--- config.mk ---
export PLATFORM = sky130hd
export DESIGN_NAME = des_decrypt_iter
export DESIGN_NICKNAME = d
export VERILOG_FILES = /design/src/rtl/des_pkg.sv /design/src/rtl/des_round.sv /design/src/rtl/des_decrypt_iter.sv
export SDC_FILE = /design/constraint.sdc
export NUM_CORES = 1
export LEC_CHECK = 0
export ABC_CLOCK_PERIOD_IN_PS = 5500
export CORE_UTILIZATION = 55
export DETAILED_ROUTE_END_ITERATION = 8
export GPL_TIMING_DRIVEN = 0
export HOLD_SLACK_MARGIN = 0.15
export PLACE_DENSITY = 0.78
export SYNTH_ARGS = -nofsm -noshare
export SYNTH_HDL_FRONTEND = slang
export SYNTH_SLANG_ARGS = --single-unit
--- constraint.sdc ---
create_clock -name clk -period 5.5 [get_ports clk]
set_input_delay 1.1 -clock clk [delete_from_list [all_inputs] [get_ports clk]]
set_output_delay 1.1 -clock clk [all_outputs]
set_load 0.05 [all_outputs]
--- src/rtl/des_pkg.sv ---
// DES constants and helpers shared by the iterative decryption datapath.
// Vectors are MSB-first: DES bit 1 sits at the top index of every vector.
package des_pkg;

    typedef enum logic [1:0] {IDLE, BUSY, DONE} state_e;

    localparam logic [4:0] LAST_ROUND = 5'd16;

    // Right-rotation applied to C,D ahead of round i+1 when walking the schedule backwards.
    localparam int unsigned DEC_SHIFT [16] = '{0, 1, 2, 2, 2, 2, 2, 2, 1, 2, 2, 2, 2, 2, 2, 1};

    localparam int unsigned IP_T [64] = '{
        58, 50, 42, 34, 26, 18, 10, 2, 60, 52, 44, 36, 28, 20, 12, 4,
        62, 54, 46, 38, 30, 22, 14, 6, 64, 56, 48, 40, 32, 24, 16, 8,
        57, 49, 41, 33, 25, 17,  9, 1, 59, 51, 43, 35, 27, 19, 11, 3,
        61, 53, 45, 37, 29, 21, 13, 5, 63, 55, 47, 39, 31, 23, 15, 7};

    localparam int unsigned FP_T [64] = '{
        40, 8, 48, 16, 56, 24, 64, 32, 39, 7, 47, 15, 55, 23, 63, 31,
        38, 6, 46, 14, 54, 22, 62, 30, 37, 5, 45, 13, 53, 21, 61, 29,
        36, 4, 44, 12, 52, 20, 60, 28, 35, 3, 43, 11, 51, 19, 59, 27,
        34, 2, 42, 10, 50, 18, 58, 26, 33, 1, 41,  9, 49, 17, 57, 25};

    localparam int unsigned E_T [48] = '{
        32,  1,  2,  3,  4,  5,  4,  5,  6,  7,  8,  9,  8,  9, 10, 11,
        12, 13, 12, 13, 14, 15, 16, 17, 16, 17, 18, 19, 20, 21, 20, 21,
        22, 23, 24, 25, 24, 25, 26, 27, 28, 29, 28, 29, 30, 31, 32,  1};

    localparam int unsigned P_T [32] = '{
        16,  7, 20, 21, 29, 12, 28, 17,  1, 15, 23, 26,  5, 18, 31, 10,
         2,  8, 24, 14, 32, 27,  3,  9, 19, 13, 30,  6, 22, 11,  4, 25};

    localparam int unsigned PC1_T [56] = '{
        57, 49, 41, 33, 25, 17,  9,  1, 58, 50, 42, 34, 26, 18,
        10,  2, 59, 51, 43, 35, 27, 19, 11,  3, 60, 52, 44, 36,
        63, 55, 47, 39, 31, 23, 15,  7, 62, 54, 46, 38, 30, 22,
        14,  6, 61, 53, 45, 37, 29, 21, 13,  5, 28, 20, 12,  4};

    localparam int unsigned PC2_T [48] = '{
        14, 17, 11, 24,  1,  5,  3, 28, 15,  6, 21, 10, 23, 19, 12,  4,
        26,  8, 16,  7, 27, 20, 13,  2, 41, 52, 31, 37, 47, 55, 30, 40,
        51, 45, 33, 48, 44, 49, 39, 56, 34, 53, 46, 42, 50, 36, 29, 32};

    // Indexed by row*16 + column.
    localparam int unsigned SBOX [8][64] = '{
        '{14, 4, 13, 1, 2, 15, 11, 8, 3, 10, 6, 12, 5, 9, 0, 7,
          0, 15, 7, 4, 14, 2, 13, 1, 10, 6, 12, 11, 9, 5, 3, 8,
          4, 1, 14, 8, 13, 6, 2, 11, 15, 12, 9, 7, 3, 10, 5, 0,
          15, 12, 8, 2, 4, 9, 1, 7, 5, 11, 3, 14, 10, 0, 6, 13},
        '{15, 1, 8, 14, 6, 11, 3, 4, 9, 7, 2, 13, 12, 0, 5, 10,
          3, 13, 4, 7, 15, 2, 8, 14, 12, 0, 1, 10, 6, 9, 11, 5,
          0, 14, 7, 11, 10, 4, 13, 1, 5, 8, 12, 6, 9, 3, 2, 15,
          13, 8, 10, 1, 3, 15, 4, 2, 11, 6, 7, 12, 0, 5, 14, 9},
        '{10, 0, 9, 14, 6, 3, 15, 5, 1, 13, 12, 7, 11, 4, 2, 8,
          13, 7, 0, 9, 3, 4, 6, 10, 2, 8, 5, 14, 12, 11, 15, 1,
          13, 6, 4, 9, 8, 15, 3, 0, 11, 1, 2, 12, 5, 10, 14, 7,
          1, 10, 13, 0, 6, 9, 8, 7, 4, 15, 14, 3, 11, 5, 2, 12},
        '{7, 13, 14, 3, 0, 6, 9, 10, 1, 2, 8, 5, 11, 12, 4, 15,
          13, 8, 11, 5, 6, 15, 0, 3, 4, 7, 2, 12, 1, 10, 14, 9,
          10, 6, 9, 0, 12, 11, 7, 13, 15, 1, 3, 14, 5, 2, 8, 4,
          3, 15, 0, 6, 10, 1, 13, 8, 9, 4, 5, 11, 12, 7, 2, 14},
        '{2, 12, 4, 1, 7, 10, 11, 6, 8, 5, 3, 15, 13, 0, 14, 9,
          14, 11, 2, 12, 4, 7, 13, 1, 5, 0, 15, 10, 3, 9, 8, 6,
          4, 2, 1, 11, 10, 13, 7, 8, 15, 9, 12, 5, 6, 3, 0, 14,
          11, 8, 12, 7, 1, 14, 2, 13, 6, 15, 0, 9, 10, 4, 5, 3},
        '{12, 1, 10, 15, 9, 2, 6, 8, 0, 13, 3, 4, 14, 7, 5, 11,
          10, 15, 4, 2, 7, 12, 9, 5, 6, 1, 13, 14, 0, 11, 3, 8,
          9, 14, 15, 5, 2, 8, 12, 3, 7, 0, 4, 10, 1, 13, 11, 6,
          4, 3, 2, 12, 9, 5, 15, 10, 11, 14, 1, 7, 6, 0, 8, 13},
        '{4, 11, 2, 14, 15, 0, 8, 13, 3, 12, 9, 7, 5, 10, 6, 1,
          13, 0, 11, 7, 4, 9, 1, 10, 14, 3, 5, 12, 2, 15, 8, 6,
          1, 4, 11, 13, 12, 3, 7, 14, 10, 15, 6, 8, 0, 5, 9, 2,
          6, 11, 13, 8, 1, 4, 10, 7, 9, 5, 0, 15, 14, 2, 3, 12},
        '{13, 2, 8, 4, 6, 15, 11, 1, 10, 9, 3, 14, 5, 0, 12, 7,
          1, 15, 13, 8, 10, 3, 7, 4, 12, 5, 6, 11, 0, 14, 9, 2,
          7, 11, 4, 1, 9, 12, 14, 2, 0, 6, 10, 13, 15, 3, 5, 8,
          2, 1, 14, 7, 4, 10, 8, 13, 15, 12, 9, 0, 3, 5, 6, 11}};

    function automatic logic [63:0] ip(input logic [63:0] x);
        logic [63:0] y;
        for (int j = 0; j < 64; j++) y[63-j] = x[64-IP_T[j]];
        return y;
    endfunction

    function automatic logic [63:0] fp(input logic [63:0] x);
        logic [63:0] y;
        for (int j = 0; j < 64; j++) y[63-j] = x[64-FP_T[j]];
        return y;
    endfunction

    function automatic logic [47:0] e_expand(input logic [31:0] x);
        logic [47:0] y;
        for (int j = 0; j < 48; j++) y[47-j] = x[32-E_T[j]];
        return y;
    endfunction

    function automatic logic [31:0] p_perm(input logic [31:0] x);
        logic [31:0] y;
        for (int j = 0; j < 32; j++) y[31-j] = x[32-P_T[j]];
        return y;
    endfunction

    function automatic logic [55:0] pc1(input logic [63:0] x);
        logic [55:0] y;
        for (int j = 0; j < 56; j++) y[55-j] = x[64-PC1_T[j]];
        return y;
    endfunction

    function automatic logic [47:0] pc2(input logic [55:0] x);
        logic [47:0] y;
        for (int j = 0; j < 48; j++) y[47-j] = x[56-PC2_T[j]];
        return y;
    endfunction

    // n is the zero-based box number (0 = S1); b[5] is the first DES bit of the group.
    function automatic logic [3:0] sbox(input int unsigned n, input logic [5:0] b);
        return 4'(SBOX[n][{b[5], b[0], b[4:1]}]);
    endfunction

    function automatic logic [27:0] rotr28(input logic [27:0] x, input logic [1:0] s);
        case (s)
            2'd1:    return {x[0], x[27:1]};
            2'd2:    return {x[1:0], x[27:2]};
            default: return x;
        endcase
    endfunction

    // DES keys use odd parity per byte; any even byte is flagged.
    function automatic logic key_parity_err(input logic [63:0] k);
        logic err;
        err = 1'b0;
        for (int i = 0; i < 8; i++) if (!(^k[8*i +: 8])) err = 1'b1;
        return err;
    endfunction

endpackage

--- src/rtl/des_round.sv ---
// One combinational DES Feistel round: L' = R, R' = L ^ f(R, K).
// Direction-agnostic; an encryptor only changes the subkey sequence it feeds in.
module des_round
    import des_pkg::*;
(
    input  logic [31:0] i_l,
    input  logic [31:0] i_r,
    input  logic [47:0] i_subkey,
    output logic [31:0] o_l,
    output logic [31:0] o_r
);

    logic [47:0] w_x;
    logic [31:0] w_s;

    // Expansion, key mix and S-box substitution.
    always_comb begin
        w_s = '0;
        w_x = e_expand(i_r) ^ i_subkey;
        for (int n = 0; n < 8; n++) w_s[31-4*n -: 4] = sbox(n, w_x[47-6*n -: 6]);
    end

    assign o_l = i_r;
    assign o_r = i_l ^ p_perm(w_s);

endmodule

--- src/rtl/des_decrypt_iter.sv ---
// Iterative DES decryptor: one round per clock, subkeys generated by rotating C,D right.
// 64-bit vectors carry DES bit 1 at index 63.
module des_decrypt_iter
    import des_pkg::*;
#(
    parameter bit KEY_PARITY_CHECK = 1'b0
) (
    input  logic        clk,
    input  logic        rst,
    input  logic        in_valid,
    output logic        in_ready,
    input  logic [63:0] cipher_in,
    input  logic [63:0] key_in,
    output logic        out_valid,
    input  logic        out_ready,
    output logic [63:0] plain_out,
    output logic        key_err
);

    state_e      r_state, w_state_next;
    logic [31:0] r_l, r_r, w_l_next, w_r_next;
    logic [27:0] r_c, r_d, w_c_next, w_d_next;
    logic [55:0] r_cd_init, w_cd_init_next;
    logic [4:0]  r_rnd, w_rnd_next;
    logic        r_out_valid, w_out_valid_next;
    logic [63:0] r_plain, w_plain_next;
    logic        r_key_err, w_key_err_next;

    logic [31:0] w_round_l, w_round_r;
    logic [47:0] w_subkey;
    logic [1:0]  w_shift;

    assign w_subkey = pc2({r_c, r_d});
    // The extra 1-bit step after round 16 brings C,D back to PC1(key).
    assign w_shift  = (r_rnd == LAST_ROUND) ? 2'd1 : 2'(DEC_SHIFT[r_rnd[3:0]]);

    des_round u_round (
        .i_l      (r_l),
        .i_r      (r_r),
        .i_subkey (w_subkey),
        .o_l      (w_round_l),
        .o_r      (w_round_r)
    );

    // Next-state and datapath update for IDLE -> BUSY (16 rounds) -> DONE.
    always_comb begin
        w_state_next     = r_state;
        w_l_next         = r_l;
        w_r_next         = r_r;
        w_c_next         = r_c;
        w_d_next         = r_d;
        w_cd_init_next   = r_cd_init;
        w_rnd_next       = r_rnd;
        w_out_valid_next = r_out_valid;
        w_plain_next     = r_plain;
        w_key_err_next   = r_key_err;
        unique case (r_state)
            IDLE: begin
                if (in_valid) begin
                    {w_l_next, w_r_next} = ip(cipher_in);
                    {w_c_next, w_d_next} = pc1(key_in);
                    w_cd_init_next       = pc1(key_in);
                    w_rnd_next           = 5'd1;
                    w_key_err_next       = KEY_PARITY_CHECK && key_parity_err(key_in);
                    w_state_next         = BUSY;
                end
            end
            BUSY: begin
                w_l_next   = w_round_l;
                w_r_next   = w_round_r;
                w_c_next   = rotr28(r_c, w_shift);
                w_d_next   = rotr28(r_d, w_shift);
                w_rnd_next = r_rnd + 5'd1;
                if (r_rnd == LAST_ROUND) begin
                    // Halves swap before the final permutation.
                    w_plain_next     = fp({w_round_r, w_round_l});
                    w_out_valid_next = 1'b1;
                    w_state_next     = DONE;
                end
            end
            DONE: begin
                if (out_ready) begin
                    w_out_valid_next = 1'b0;
                    w_state_next     = IDLE;
                end
            end
            default: w_state_next = IDLE;
        endcase
    end

    // State and datapath registers with synchronous reset.
    always_ff @(posedge clk) begin
        if (rst) begin
            r_state     <= IDLE;
            r_l         <= '0;
            r_r         <= '0;
            r_c         <= '0;
            r_d         <= '0;
            r_cd_init   <= '0;
            r_rnd       <= '0;
            r_out_valid <= 1'b0;
            r_plain     <= '0;
            r_key_err   <= 1'b0;
        end else begin
            r_state     <= w_state_next;
            r_l         <= w_l_next;
            r_r         <= w_r_next;
            r_c         <= w_c_next;
            r_d         <= w_d_next;
            r_cd_init   <= w_cd_init_next;
            r_rnd       <= w_rnd_next;
            r_out_valid <= w_out_valid_next;
            r_plain     <= w_plain_next;
            r_key_err   <= w_key_err_next;
        end
    end

    assign in_ready  = (r_state == IDLE) && !rst;
    assign out_valid = r_out_valid;
    assign plain_out = r_plain;
    assign key_err   = r_key_err;

    // A full decryption rotates C,D by 28 bits in total.
    a_cd_restored : assert property (@(posedge clk) disable iff (rst)
        (r_state == DONE) |-> ({r_c, r_d} == r_cd_init));

endmodule

# --- Yosys cells after proc, flatten, opt, wreduce, memory -nomap -nowiden ---
# Memory sizes are Yosys's and may differ from the RTL's.
# Cells that the tools add are included.
totals:
  romBits: 16896
  mem_count: 9
  regBits: 192
  input_bits: 132
mem_list:
  columns: ["name", "depth", "width", "rd", "rd_ports_with_merged_regs", "write_ports", "line_no", "text"]
  rows:
  - ["(name not given)", 64, 32, 1, 0, 0, "des_pkg.sv:117", "return 4'(SBOX[n][{b[5], b[0], b[4:1]}]);"]
  - ["(name not given)", 64, 32, 1, 0, 0, "des_pkg.sv:117", null]
  - ["(name not given)", 64, 32, 1, 0, 0, "des_pkg.sv:117", null]
  - ["(name not given)", 64, 32, 1, 0, 0, "des_pkg.sv:117", null]
  - ["(name not given)", 64, 32, 1, 0, 0, "des_pkg.sv:117", null]
  - ["(name not given)", 64, 32, 1, 0, 0, "des_pkg.sv:117", null]
  - ["+3 memories", null, null, null, null, null, null, null]
op_classes:
  mux: 38
  bitwise_logic: 11
  n_eq_ne: 9
  n_addsub: 1
  order_cmp: 9
  reduce_logical: 10
op_table:
  columns: ["op", "count"]
  rows:
  - ["$pmux W28 S2", 4]
  - ["$pmux W32 S2", 2]
  - ["$mux W32", 2]
  - ["$mux W4", 16]
  - ["$ge A7 B7 Y1 const B", 8]
  - ["$mux W28", 2]
  - ["$not A6 Y7", 8]
  - ["$xor A48 B48 Y48", 1]
  - ["$xor A32 B32 Y32", 1]
  - ["$mux W2", 6]
  - ["$pmux W5 S2", 1]
  - ["$reduce_and A3 Y1", 3]
  - ["$ne A2 B2 Y1 const B", 3]
  - ["$pmux W2 S3", 1]
  - ["$add A5 B1 Y5 const B", 1]
  - ["$eq A5 B5 Y1 const B", 1]
  - ["$ge A5 B5 Y1 const B", 1]
  - ["$mux W5", 1]
  - ["$not A4 Y5", 1]
  - ["$eq A2 B1 Y1 const B", 2]
  - ["$eq A2 B2 Y1 const B", 2]
  - ["$reduce_and A2 Y1", 2]
  - ["$reduce_bool A2 Y1", 2]
  - ["$ne A3 B1 Y1 const B", 1]
  - ["5 further kinds", 6]

# --- Logic depth before layout (Yosys ltp) ---
logic_depth:
  word_depth: 8
  mapped_depth: 12
  mapped_depth_nobuf: 10

# --- Hierarchy ---
# Synthesis repeated with hierarchy kept, for this count alone.
hier_totals:
  hier_cells: 1708
  area_unflattened_um2: 14515.2
by_module_without_submodules:
  columns: ["mod", "cells_per_inst", "n_inst", "area_each_um2", "seq_area_each_um2"]
  rows:
  - ["des_decrypt_iter", 961, 1, 8683.3, 3843.7]
  - ["des_round", 747, 1, 5831.8, 0.0]

# --- Least setup slack after synthesis ---
# Ideal clock, no wire load.
synth_timing:
  path_kind: "input -> output"
  from: "in rst"
  to: "out in_ready"
  setup_slack_ps: 1697
  n_path_buf: 3
  t_required_ps: 4400
  t_arrival_ps: 2703
  path_stages: 4
  path_cell_list: "clkbuf_1 > clkbuf_1 > buf_1 > nor3_1"
synth_between:
  elab_chain_cells: 2
synth_lines:
  columns: ["element", "line_no", "text"]
  rows:
  - ["start: declaration", "des_decrypt_iter.sv:9", "input logic rst,"]
  - ["$logic_not A1 Y1", "des_decrypt_iter.sv:118", "assign in_ready = (r_state == IDLE) && !rst;"]
  - ["$logic_and A1 B1 Y1", "des_decrypt_iter.sv:118", null]
  - ["end: declaration", "des_decrypt_iter.sv:11", "output logic in_ready,"]
# No other way between the ends.

# --- Worst setup path in the final report ---
# Ends and elaborated chain as after synthesis.

==> results summary <==
The number of antenna violations at the first check in global routing is 1. For this run, the top clock speed supported by timing is 215 MHz. The number of cell instances on the worst register-to-register path is 11. VDD sags by at most 0.249 mV. The mapped cell area is 14400 um^2. The count of final setup violators came out at 0. The register bit total from synthesis is 192. The number of H-tree branching levels is 4. The total routing usage reported by global routing came out at 39.6%. The total number of yosys warnings is 0. The largest net degree at the start of global routing is 18. The final RePlAce weighted congestion came out at 1.01. The number of nets in the layout is 2213. The number of setup buffers added after CTS came out at 0. Setup slack on the worst reg-to-reg path comes out at 1.52 ns. The count of routing violations after the opening detailed-route iteration came out at 2152.

The post-route worst hold slack is 0.460 ns. After detailed routing, the number of remaining DRC violations is 0. The routed layout has 15300 vias. By instance count, the cell type seen most on the critical path is clkbuf_1.

The height of the die is 164 um. The critical path startpoint category is an input port. The routed wirelength normalized by instance count came out at 23.0 um. The initial core utilization is 56.6%. The maximum net fanout on the critical path came out at 10. The clock skew is 0.0171 ns. The TritonCTS sink count came out at 192. The post-detailed-placement half-perimeter wirelength is 40.5 mm.

TritonCTS built the clock tree. The number of standard cells in the layout, taps in and fillers out came out at 2357. The number of cells after detailed placement came out at 2325. Walking the worst path, the cells encountered are clkbuf_1 > clkbuf_1 > buf_1 > nor3_1 > clkdlybuf4s50_1.

The most used flip-flop cell after synthesis is dfxtp_1. The count of input and output buffers came out at 187. The number of gates resized after CTS is 0.

The flow ran to the end, and the final reports show no timing, DRC or antenna violations. The number of failing hold endpoints at the final stage came out at 0. The die covers 26900 um^2. The required time of the critical path is 4.40 ns.

The later-pin clock latency in the skew report is 0.45 ns. In this run the core area contains 58 standard-cell rows. Setup repair after global routing left no endpoint under its margin.

The arrival time of the worst setup path came out at 3.55 ns. The kind of cell with the highest combined delay along the critical path is buffers and inverters. The sequential fraction of the synthesis area is 26.7%. The worst register-to-register path ends at r_r[8]. The first global-routing pass estimated 80.1 mm of wire. Counting instances, the worst hold path has a depth of 2.

The tree is rooted in a clkbuf_16. The number of buffer and inverter stages on the critical path is 4. The number of different library cells used by synthesis comes to 76.

The stage delay of the slowest cell on the critical path came out at 0.76 ns. The number of global-route vias before repair came to 13700. In this run the count of I/O pins placed on the die edge is 199. The ratio of cells with drive above 1 in the final layout is 7.50%. The average cell area after synthesis came out at 7.98 um^2.

The global-route congestion overflow total is 0. The power per unit of standard cell area came out at 372 nW/um^2. The final sum of negative setup slack is 0 ns. The path length in cells of the critical path came out at 5. The tightest min-delay check is of the register to register type.

The area inside the core boundary is 25500 um^2. The worst setup path is captured at a primary output. The number of antenna-violating nets in the routed design is 0. In this run, CTS created clock tree buffers numbering 17.

The number of detailed-routing iterations run before antenna repair is 9. The worst relative slew slack came out at 27.7%. For this design, the slowest cell found on the critical path is clkdlybuf4s50_1. After synthesis, the share of flip-flops with an asynchronous set or reset is 0%. The analysis attributes to cell leakage a power of 0.00627 uW. The area growth from synthesis to layout came out at 19.8%. The part of the cycle the worst path needs came out at 84.6%. Using the TritonRoute via totals, the vias-per-cell ratio works out to 6.50. The launch instance of the worst min-delay path is plain_out[49]. The worst hold path terminates at plain_out[49]. The max-slew violation count was 0.

The final wirelength came out at 54.2 mm. Counting along the longest clock path gives a buffer depth of 2. The worst register-to-register path begins at r_r[21]. Counting flops with a built-in enable in the synthesized netlist gives 0. The clock period minus final worst setup slack is 4.65 ns.

Across the run, the number of max-cap violations was 0. The setup path with the least slack is of type input port to primary output. The synthesized net count came out at 2006. After clock tree synthesis, the clock-pin slew on the worst setup and hold paths is 0.07 ns.

The transition time at the pin with the least slew margin is 1.08 ns. The hold-fix buffer count after cts came out at 0. The number of cells produced by synthesis is 1807. The die span in x is 164 um.
-- metal layers --
layer,share of wire (%),wire (um),vias up,track usage [%]
met4,5.0,2700,2,18.7
met1,41,22000,7208,53.8
met5,0.13,69,-,1.89
met2,42,22700,986,59.1
li1,-,-,6947,-
met3,12,6630,168,8.94
-- cell type report --
class | instances | area [um^2]
tap | 330 | 413
inverter | 49 | 184
multi-input combinational | 1415 | 9780
clock buffer | 21 | 460
antenna | 1 | 2.50
buffer | 151 | 618
clock inverter | 10 | 92.6
fill | 2211 | 8200
timing repair buffer | 188 | 1880
sequential | 192 | 3840
-- worst max-delay path by stage --
stage               startpoint  endpoint
detailed placement         rst  in_ready
global placement           rst  in_ready
finish                     rst  in_ready
CTS                        rst  in_ready
global route               rst  in_ready
floorplan                  rst  in_ready
-- kinds of logic (layout without fill, tap and decap cells) --
group,count (synthesis),count (layout),synth area share (%)
DFF,192,192,26.7
xor gates and xnor gates,123,123,8.59
muxes,123,123,11.0
adders and majority gates,67,67,5.81
AOI/OAI and AO/OA,527,527,24.6
and+or+nand+nor,574,574,17.7
other,1,2,0.0260
buffers and inverters,200,419,5.56
-- cells in the final DEF, fill, tap and decap left out, types with 10 or more instances in the layout --
cell type,netlist,final
a2111oi_0,14,14
a211oi_1,30,30
a21oi_1,183,183
a31oi_1,31,31
and4_1,12,12
buf_1,12,12
buf_2,20,20
clkbuf_1,114,116
clkbuf_16,0,17
clkdlybuf4s50_1,0,187
dfxtp_1,192,192
ha_1,67,67
inv_1,43,43
mux2i_1,90,90
mux4_2,28,28
nand2_1,259,259
nand2b_1,12,12
nand3_1,38,38
nor2_1,132,132
nor2b_1,32,32
nor3_1,50,50
o211ai_1,73,73
o21ai_0,65,65
o221a_2,32,32
o22ai_1,10,10
xnor2_1,59,59
xor2_1,44,44
xor2_2,11,11
-- sequential cells by signal (all words and copies together), names as in the netlist --
signal / cells
r_l: 32
r_state: 2
plain_out: 64
r_c: 28
r_r: 32
r_rnd: 5
r_d: 28
out_valid: 1
-- where the power goes --
group          internal (uW)  switching, uW  total (uW)
Combinational           1380           2110        3490
Clock                    618            608        1230
Sequential              1500            211        1720
-- synth_stat cells (all sizes together) (50+ instances only) --
cell | count | area, um^2
mux2i | 90 | 901
a21oi | 183 | 916
xor2 | 56 | 592
xnor2 | 67 | 647
clkbuf | 114 | 428
nor2 | 132 | 495
o211ai | 73 | 548
dfxtp | 192 | 3840
o21ai | 69 | 345
nand2 | 259 | 972
ha | 67 | 838
nor3 | 50 | 250
-- worst reg2reg max path, cell delays in order (launching register included) --
cell	delay [ns]
dfxtp_1	0.41
xnor2_1	0.69
inv_1	0.25
ha_1	0.35
buf_1	0.27
inv_1	0.19
xnor2_1	0.18
mux2_2	0.28
mux4_2	0.58
xnor2_1	0.18
mux2_2	0.27
a22o_1	0.22
-- metrics by stage --
step                      utilization, %  cell area (um^2)  worst slack (ns)  total power (uW)
after floorplan                        -             14400              1.70              4150
after global placement              65.6             16700             0.981              5060
after detailed placement            65.6             16700              1.01              5100
after CTS                           67.8             17300             0.991              6300
after global routing                67.8             17300             0.807              6740
final                               67.8             17300             0.845              6430
Note: power is estimated with default switching activity, not from simulation.
